### src/rtl/par_ser_tx.sv
// -----------------------------------------------------------------------------
// par_ser_tx
//   Parallel-in / serial-out transmitter. A Depth-bit word is accepted on a
//   valid/ready handshake and shifted out MSB-first on D_out, each bit held for
//   BIT_CYCLES clocks. An optional even-parity bit and an idle gap of
//   GAP_CYCLES clocks follow the word. bit_strobe marks the last clock of each
//   data/parity bit so a downstream shift register can use it as its enable.
//
// Ports
//   clk        in   rising-edge clock
//   rst        in   synchronous reset, active-high
//   data_in    in   word to send, sampled only on accept
//   valid_in   in   data_in valid
//   ready_out  out  high only in IDLE (decoded from state)
//   D_out      out  serial data, registered
//   bit_strobe out  high on the last clock of each data/parity bit, registered
//   busy       out  high from the cycle after accept until back in IDLE
//   done       out  one-cycle pulse in the first clock after the final bit
// -----------------------------------------------------------------------------
module par_ser_tx #(
    parameter int Depth      = 4,
    parameter int BIT_CYCLES = 1,
    parameter int PARITY_EN  = 1,
    parameter int GAP_CYCLES = 1
) (
    input  logic             clk,
    input  logic             rst,
    input  logic [Depth-1:0] data_in,
    input  logic             valid_in,
    output logic             ready_out,
    output logic             D_out,
    output logic             bit_strobe,
    output logic             busy,
    output logic             done
);

    localparam int CNT_W = (BIT_CYCLES > 1) ? $clog2(BIT_CYCLES) : 1;
    localparam int IDX_W = (Depth > 1) ? $clog2(Depth) : 1;
    localparam int GAP_W = (GAP_CYCLES > 1) ? $clog2(GAP_CYCLES) : 1;

    localparam logic [CNT_W-1:0] CNT_LAST = CNT_W'(BIT_CYCLES - 1);
    localparam logic [IDX_W-1:0] IDX_LAST = IDX_W'(Depth - 1);
    localparam logic [GAP_W-1:0] GAP_LAST = GAP_W'((GAP_CYCLES > 0) ? GAP_CYCLES - 1 : 0);

    typedef enum logic [1:0] {
        IDLE   = 2'd0,
        DATA   = 2'd1,
        PARITY = 2'd2,
        GAP    = 2'd3
    } state_t;

    // Where the FSM goes once the last data/parity bit has been sent.
    localparam state_t AFTER_FRAME = (GAP_CYCLES > 0) ? GAP : IDLE;

    // Control state
    state_t           state,   state_n;
    logic [CNT_W-1:0] bit_cnt, bit_cnt_n;
    logic [IDX_W-1:0] bit_idx, bit_idx_n;
    logic [GAP_W-1:0] gap_cnt, gap_cnt_n;
    logic             frame_end;

    // Datapath state (not reset: only observed while a frame is in flight)
    logic [Depth-1:0] shreg, shreg_n;
    logic             par,   par_n;

    // Next values of the registered outputs
    logic d_out_n;
    logic strobe_n;
    logic busy_n;
    logic done_n;

    assign ready_out = (state == IDLE);

    // -------------------------------------------------------------------------
    // State register
    // -------------------------------------------------------------------------
    always_ff @(posedge clk) begin
        if (rst) begin
            state      <= IDLE;
            bit_cnt    <= '0;
            bit_idx    <= '0;
            gap_cnt    <= '0;
            D_out      <= 1'b0;
            bit_strobe <= 1'b0;
            busy       <= 1'b0;
            done       <= 1'b0;
        end else begin
            state      <= state_n;
            bit_cnt    <= bit_cnt_n;
            bit_idx    <= bit_idx_n;
            gap_cnt    <= gap_cnt_n;
            D_out      <= d_out_n;
            bit_strobe <= strobe_n;
            busy       <= busy_n;
            done       <= done_n;
        end
    end

    always_ff @(posedge clk) begin
        shreg <= shreg_n;
        par   <= par_n;
    end

    // -------------------------------------------------------------------------
    // Next-state logic
    // -------------------------------------------------------------------------
    always_comb begin
        state_n   = state;
        bit_cnt_n = bit_cnt;
        bit_idx_n = bit_idx;
        gap_cnt_n = gap_cnt;
        shreg_n   = shreg;
        par_n     = par;
        frame_end = 1'b0;

        case (state)
            IDLE: begin
                if (valid_in) begin
                    state_n   = DATA;
                    shreg_n   = data_in;
                    par_n     = ^data_in;
                    bit_cnt_n = '0;
                    bit_idx_n = '0;
                end
            end

            DATA: begin
                if (bit_cnt == CNT_LAST) begin
                    bit_cnt_n = '0;
                    shreg_n   = shreg << 1;
                    if (bit_idx == IDX_LAST) begin
                        bit_idx_n = '0;
                        gap_cnt_n = '0;
                        if (PARITY_EN != 0) begin
                            state_n = PARITY;
                        end else begin
                            state_n   = AFTER_FRAME;
                            frame_end = 1'b1;
                        end
                    end else begin
                        bit_idx_n = bit_idx + IDX_W'(1);
                    end
                end else begin
                    bit_cnt_n = bit_cnt + CNT_W'(1);
                end
            end

            PARITY: begin
                if (bit_cnt == CNT_LAST) begin
                    bit_cnt_n = '0;
                    gap_cnt_n = '0;
                    state_n   = AFTER_FRAME;
                    frame_end = 1'b1;
                end else begin
                    bit_cnt_n = bit_cnt + CNT_W'(1);
                end
            end

            GAP: begin
                if (gap_cnt == GAP_LAST) begin
                    state_n = IDLE;
                end else begin
                    gap_cnt_n = gap_cnt + GAP_W'(1);
                end
            end

            default: begin
                state_n = IDLE;
            end
        endcase
    end

    // -------------------------------------------------------------------------
    // Output logic
    //   Outputs are registered, so they are decoded from the *next* state and
    //   counters; that way the first bit appears in the cycle right after accept.
    // -------------------------------------------------------------------------
    always_comb begin
        d_out_n  = 1'b0;
        strobe_n = 1'b0;
        busy_n   = (state_n != IDLE);
        done_n   = frame_end;

        case (state_n)
            DATA: begin
                d_out_n  = shreg_n[Depth-1];
                strobe_n = (bit_cnt_n == CNT_LAST);
            end
            PARITY: begin
                d_out_n  = par_n;
                strobe_n = (bit_cnt_n == CNT_LAST);
            end
            default: begin
                d_out_n  = 1'b0;
                strobe_n = 1'b0;
            end
        endcase
    end

endmodule

### config.mk
export PLATFORM = sky130hd
export DESIGN_NAME = par_ser_tx
export DESIGN_NICKNAME = d
export VERILOG_FILES = /design/src/rtl/par_ser_tx.sv
export SDC_FILE = /design/constraint.sdc
export NUM_CORES = 1
export LEC_CHECK = 0
export CAP_MARGIN = 20
export CORE_ASPECT_RATIO = 0.8
export CORE_MARGIN = 10
export CORE_UTILIZATION = 40
export CTS_BUF_LIST = sky130_fd_sc_hd__clkbuf_2 sky130_fd_sc_hd__clkbuf_4 sky130_fd_sc_hd__clkbuf_8
export DETAILED_ROUTE_END_ITERATION = 8
export SLEW_MARGIN = 15
export SYNTH_ARGS = -nofsm -noshare
export SYNTH_HDL_FRONTEND = slang
export SYNTH_SLANG_ARGS = --single-unit
export TNS_END_PERCENT = 1
### constraint.sdc
create_clock -name clk -period 1.95 [get_ports clk]
set_input_delay 0.2925 -clock clk [delete_from_list [all_inputs] [get_ports clk]]
set_output_delay 0.2925 -clock clk [all_outputs]
set_load 0.05 [all_outputs]
==> Yosys cells after proc, flatten, opt, wreduce, memory -nomap -nowiden <==
Cells that the tools add are included.
{ "totals": {"out_inout_bits": 5, "input_bits": 7, "ff_bits": 15, "wordCells": 63} }
{ "classes": {"n_eq_ne": 10, "n_reduce_logical": 11, "muxes": 25, "bitwise": 3, "addsub": 3} }
{ "op_table": {"columns": ["op", "count"], "rows": [
  ["2-bit two-way mux", 8],
  ["1-bit two-way mux", 9],
  ["2-bit == test (second input constant)", 4],
  ["4-bit two-way mux", 2],
  ["2-bit != test (second input constant)", 4],
  ["2-bit case mux with 4 select lines", 1],
  ["4-bit case mux with 2 select lines", 1],
  ["2-bit OR reduction", 4],
  ["2-bit by 1-bit == test with 1-bit output (second input constant)", 2],
  ["1-bit case mux with 2 select lines", 2],
  ["2-bit case mux with 2 select lines", 1],
  ["4-bit AND reduction", 1],
  ["2-bit nonzero test", 2],
  ["4-bit parity", 1],
  ["1-bit NOT", 3],
  ["1-bit case mux with 3 select lines", 1],
  ["3-bit AND reduction", 1],
  ["3-bit nonzero test", 1],
  ["1-bit adder (second input constant)", 2],
  ["2-bit by 1-bit adder with 2-bit output (second input constant)", 1],
  ["2-bit logical NOT", 1]
]} }

==> Depth between registers and ports, before layout <==
Gate-level depths: netlist of the first run.
{ "logic_depth": {"word_depth": 8, "depth_mapped": 8, "depth_no_buf": 7} }

==> Worst setup path after synthesis of the first run <==
OpenSTA, ideal clock, no wires.
{ "synth_timing": {"path_type": "flip-flop to flip-flop", "start": "reg state[1]", "end": "reg D_out", "arrival_time_ns": 1.525, "path_slack_ns": 0.337, "n_path_buf": 0, "synth_period_minus_slack_ns": 1.613, "setup_ns": 0.088, "stages_incl_launch_ff": 4, "required_time_ns": 1.862, "cell_sequence": "dfxtp_1 -> nor2_1 -> a21oi_1 -> o32ai_2"} }
{ "synth_rtl": {"columns": ["element", "line", "rtl"], "rows": [
  ["start: declaration", "56", "state_t state, state_n;"],
  ["start signal: assignment", "88", "state <= state_n;"],
  ["2-bit logical NOT (*)", null, null],
  ["named net ready_out", "30", "output logic ready_out,"],
  ["2-bit case mux with 4 select lines", "116", "case (state)"],
  ["2-bit == test / 2-bit by 1-bit == test with 1-bit output (equally long branches)", "184", "case (state_n)"],
  ["1-bit case mux with 2 select lines (*)", "184", null],
  ["end signal: assignment", "92", "D_out <= d_out_n;"],
  ["end: declaration", "31", "output logic D_out,"]
]} }
Mark *: on every way through the listed nets, which the timed path passes. The rest lies on a longest branch.
A chain may end at the register's enable or synchronous reset.

==> Worst setup path after layout of the first run <==
{ "layout_timing": {"start": "reg bit_cnt", "end": "reg D_out"} }
{ "layout_between": {"elab_chain_len": 4} }
{ "layout_lines": {"columns": ["element", "line", "rtl"], "rows": [
  ["start: declaration", "57", "logic [CNT_W-1:0] bit_cnt, bit_cnt_n;"],
  ["start signal: assignment", "89", "bit_cnt <= bit_cnt_n;"],
  ["2-bit two-way mux (on tied branches)", "149, 128", null],
  ["2-bit case mux with 4 select lines", "116", null],
  ["2-bit == test / 2-bit by 1-bit == test with 1-bit output (equally long branches)", "184", null],
  ["1-bit case mux with 2 select lines (*)", "184", null]
]} }
Mark *: on every way between the ends. The rest lies on a longest branch, timed or not. The select of a mux whose other input is x is not followed.

==> flow_summary.json, run 1 <==
{
  "status": "finished, final reports clean",
  "clk_latency_ns": 0.28,
  "layout.cells.most_common_list": "dfxtp_1, nor2_1, clkdlybuf4s50_1",
  "async_reset_ff_share_pct": 0,
  "ys_seq_area_share_pct": 46.79,
  "cts_made_buffers": 3,
  "clock-skew-final_ns": 0.005197,
  "clkTransAtPathRegs_ns": 0.09,
  "grt_pass1_vias": 549,
  "synth_cells": 71,
  "finalSetupViolations": 0,
  "wl_per_cell_um": 13.26,
  "cts_tree": "done",
  "dieArea_sq_um": 3697,
  "yosys.area.top_type_share_pct": 33.21,
  "rrSetupSlack_ns": 0.22,
  "syn_avg_cell_area_sq_um": 9.340,
  "fin_crit_ns": 1.727,
  "gp_congestion": 0.7287,
  "rsz0062_at_grt": "no",
  "die_w_um": 65.52,
  "synth_edf_count": 3,
  "setup_ws_ns": 0.2233,
  "grt_overflow": 0,
  "relSlewSlack_pct": 66.61,
  "synth_xor_area_share_pct": 3.962,
  "hold_path_class": "register to register",
  "min_period_over_period_pct": 88.55,
  "port_buffers": 11,
  "syn-num-nets": 82,
  "clock_sinks": 14,
  "yosysWarnings": 0,
  "max_freq_ghz": 0.5791,
  "grt_max_degree": 12,
  "critPathArrivalTime_ns": 1.93,
  "slew_viol_final": 0,
  "htreeDepth": 1,
  "dp_hpwl_um": 1137,
  "grt_pass1_wl_um": 2546,
  "p_leak_nw": 0.3631,
  "totalWireLength_um": 1459,
  "fin_cells": 110,
  "synth_mux_area_share_pct": 3.019,
  "endpoint_kind": "register",
  "place_inst": 106,
  "holdCritStartpoint": "bit_idx[1]",
  "core_sq_um": 1594,
  "finalPower_uw": 664.1,
  "tns_ns": 0,
  "layout_commonest_cell": "dfxtp_1",
  "drc": 0,
  "synth_compound_area_share_pct": 12.83,
  "routed_via_density": 5.000,
  "synth_top_family_by_area": "simple AND/OR/NAND/NOR gates",
  "holdPathEnd": "bit_idx[1]",
  "diodes": 0,
  "die_h_um": 56.42,
  "areaGrowthSynthToFinish_pct": 29.81,
  "ant_nets": 0,
  "timing.rr.end": "D_out",
  "vias": 550,
  "powerDensity_nw_per_um2": 771.5,
  "synth_top_cell_by_area": "dfxtp_1",
  "ys_types": 25,
  "row_count": 13,
  "ys_ff_latch": 14,
  "worstReg2RegStart": "bit_cnt",
  "crit_fanout": 6,
  "synth_top_flop_cell": "dfxtp_1",
  "worst_slew_pin_slew_ns": 0.4993,
  "pre_cts_slack_ns": 0.06748,
  "drv_cap": 0,
  "synth_adder_area_share_pct": 7.547,
  "drtPass1Iterations": 4,
  "ir_drop_mv": 0.4316,
  "hold_violations": 0,
  "ys_top_cells_by_area": "dfxtp_1, edfxtp_1, ha_1",
  "nNetsFinal": 100,
  "synthSimpleGateAreaFrac_pct": 21.51,
  "cts_buffer_depth": 2,
  "ios": 12,
  "startpoint_type": "register",
  "root_buffer": "clkbuf_4",
  "rr_worst_depth": 7,
  "drive_gt1_share_pct": 14.77,
  "required_ns": 2.15,
  "first_iter_violations": 32,
  "antenna_found_initial": 0,
  "netlist_area_sq_um": 663.1,
  "hold_depth": 2,
  "crit_type": "register to register",
  "start_util_pct": 41.60,
  "grt_use_total_pct": 8.566
}
[per-layer routing]
metal / GRT usage, % / share of wire (%)
met1: 10.63 / 48
met2: 11.82 / 41
met3: 5.743 / 9.9
met4: 1.829 / 0.55
met5: 0 / 0
[worst max-delay path, stage by stage, from the launching register on]
cell and delay [ns]:
dfxtp_1 0.37, nor2b_2 0.23, nand2_1 0.08, o21a_1 0.22
ha_1 0.28, nor2b_1 0.19, nand2_1 0.10, o32ai_2 0.19
[power breakdown]
part / switching [mW] / internal, mW
registers: 0.00842 / 0.320
clock network: 0.0931 / 0.114
logic: 0.0709 / 0.0577
[stage by stage]
| stage | area [sq um] | utilization (%) | hold WS (ns) |
|---|---|---|---|
| 2_1_floorplan | 663.1 | - | 0.4356 |
| 3_3_place_gp | 822.0 | 51.57 | 0.4484 |
| 3_5_place_dp | 822.0 | 51.57 | 0.4583 |
| 4_1_cts | 858.3 | 53.85 | 0.4708 |
| 5_1_grt | 860.8 | 54.00 | 0.5073 |
| 6_report | 860.8 | 54.00 | 0.4645 |
[sequential cells by signal, summed over array words and instances, names as in the netlist]
name / flops
shreg: 4
bit_idx: 2
state: 2
D_out: 1
bit_cnt: 1
bit_strobe: 1
busy: 1
done: 1
par: 1
[cell usage after synthesis, types with 3 or more instances]
| cell type | n |
|---|---|
| xnor2_1 | 3 |
| a21oi_1 | 5 |
| nor2b_1 | 3 |
| inv_1 | 4 |
| edfxtp_1 | 3 |
| nand2_1 | 6 |
| nor2_1 | 10 |
| ha_1 | 4 |
| dfxtp_1 | 11 |
[area by class of cell]
class,instances,area [sq um]
fillers,160,733.2
multi-input cells,50,326.6
flip-flops and latches,14,310.3
repair buffers,16,145.1
clock buffers,4,36.28
well taps,22,27.53
inverters,4,15.01
[kinds of logic (layout without fill, tap and decap cells)]
logic type               Yosys count  in the layout
buffers and inverters              7             24
multiplexers                       2              2
adder cells (fa/ha/maj)            4              4
AO/OA/AOI/OAI                     13             13
XOR/XNOR                           3              3
AND/OR/NAND/NOR                   28             28
flip-flops                        14             14
[how the worst max path moves through the flow]
stage / startpoint / end / slack [ns] / depth (start not counted)
detailed placement: valid_in / D_out / 0.07 / 8
global route: bit_cnt / D_out / 0.07 / 7
finish: bit_cnt / D_out / 0.22 / 7
global placement: valid_in / D_out / 0.12 / 8
CTS: bit_cnt / D_out / 0.12 / 7
floorplan: state[1] / D_out / 0.34 / 3
[what timing repair did]
item                                    in CTS  in global routing
endpoints found under the setup margin       0                  1
endpoints found under the hold margin        0                  0
gates resized for setup                      0                  1
setup buffers                                0                  0
hold buffers                                 0                  0
Note: power is estimated with default switching activity, not from simulation.
==> run 2: changes to the inputs <==
- clock period: 1.95 -> 1.6 ns (I/O delays scaled with it)
==> flow_summary.json, run 2 (synthesis results as in run 1) <==
{
  "die_w_um": 65.52,
  "min_period_over_period_pct": 95.92,
  "dieArea_sq_um": 3697,
  "status": "finished, final reports clean",
  "placed_area_sq_um": 849.6,
  "num-fill-cells": 159,
  "fin_cells": 115,
  "gp_congestion": 0.7485,
  "first_iter_violations": 25,
  "drc": 0,
  "dp_hpwl_um": 1150,
  "layout.cells.most_common_list": "buf_4, nor2_1, dfxtp_1",
  "core_sq_um": 1594,
  "cts_made_buffers": 3,
  "antenna_found_initial": 0,
  "grt_pass1_vias": 542,
  "largest_register_ffs": 4,
  "setup_ws_ns": 0.06522,
  "fin_hold_ws_ns": 0.4847,
  "finalSetupViolations": 0,
  "ant_nets": 0,
  "startpoint_type": "register",
  "max_freq_ghz": 0.6516,
  "grt_overflow": 0,
  "utilization_pct": 58.08,
  "root_buffer": "clkbuf_4",
  "grt_max_degree": 12,
  "required_ns": 1.80,
  "areaGrowthSynthToFinish_pct": 39.62,
  "final_area_sq_um": 925.9,
  "largestRegisters": "shreg (4), bit_idx (2), state (2)",
  "critPathArrivalTime_ns": 1.74,
  "worst_slew_pin_slew_ns": 0.2906,
  "endpoint_kind": "register",
  "relSlewSlack_pct": 80.63,
  "htreeDepth": 1,
  "crit_fanout": 3,
  "cts_tree": "done",
  "clock_sinks": 14,
  "drtPass1Iterations": 4,
  "ir_drop_mv": 0.4352,
  "routed_via_density": 4.896,
  "hold_violations": 0,
  "tns_ns": 0,
  "nNetsFinal": 105,
  "finalPower_uw": 809.4,
  "met2_usage_pct": 10.99,
  "hold_path_class": "register to register",
  "clock-skew-final_ns": 0.001506,
  "pre_cts_slack_ns": -0.2118,
  "grt_use_met3_pct": 4.158,
  "powerDensity_nw_per_um2": 874.1,
  "vias": 563,
  "drive_gt1_share_pct": 31.18,
  "wl_per_cell_um": 13.41,
  "largest_register": "shreg",
  "grt.met1_usage_pct": 11.00,
  "top_usage_layer": "met1",
  "cts_buffer_depth": 2,
  "clk_latency_ns": 0.28,
  "die_h_um": 56.42,
  "start_util_pct": 41.60,
  "totalWireLength_um": 1542,
  "layout_commonest_cell": "buf_4",
  "clkTransAtPathRegs_ns": 0.08,
  "p_leak_nw": 0.4022,
  "slew_viol_final": 0,
  "port_buffers": 11,
  "fin_crit_ns": 1.535,
  "ios": 12,
  "grt_use_total_pct": 8.696,
  "diodes": 0,
  "drv_cap": 0,
  "crit_type": "register to register",
  "grt_pass1_wl_um": 2497,
  "place_inst": 109,
  "row_count": 13
}
[run 2: cell types whose count changed in the layout (fill, tap and decap cells not counted), sizes merged]
cell           previous run  this run
buf                       6        15
clkdlybuf4s50            10         6
[run 2: per-layer routing]
layer  up-vias  wire [um]
li1        286          -
met1       255        781
met2        17        624
met3         5         94
met4         0         41
met5         -          0
[run 2: area by class of cell]
| cell class | count | area, sq um | area share, % |
|---|---|---|---|
| Sequential cell | 14 | 315.3 | 34.05 |
| Tap cell | 22 | 27.53 | 2.973 |
| Multi-Input combinational cell | 50 | 349.1 | 37.70 |
| Inverter | 4 | 15.01 | 1.622 |
| Clock buffer | 4 | 30.03 | 3.243 |
| Timing Repair Buffer | 21 | 188.9 | 20.41 |
[run 2: power breakdown]
part	total, mW	internal, mW	switching [mW]
sequential	0.404	0.391	0.0125
clock	0.230	0.114	0.116
combinational	0.175	0.0839	0.0911
total	0.809	0.589	0.220
[run 2: repair_timing]
action	4_1_cts	5_1_grt
pin swaps	0	1
hold buffers	0	0
endpoints found under the setup margin	1	2
cloned	0	0
buffers inserted	0	2
resized for setup	2	9
[run 2: final timing paths]
kind	cells past startpoint	from	slack (ns)	to
setup / recovery	7	state[0]	0.07	D_out
hold / removal	2	bit_idx[1]	0.48	bit_idx[1]
setup reg to reg	7	state[0]	0.07	D_out
hold reg to reg	2	bit_idx[1]	0.48	bit_idx[1]
[run 2: critical path: stages (launching register included)]
cell	delay, ns
dfxtp_2	0.35
nor2b_4	0.17
nand2_1	0.06
o21a_1	0.18
ha_1	0.27
nor2b_2	0.16
nand2_1	0.08
o32ai_2	0.18
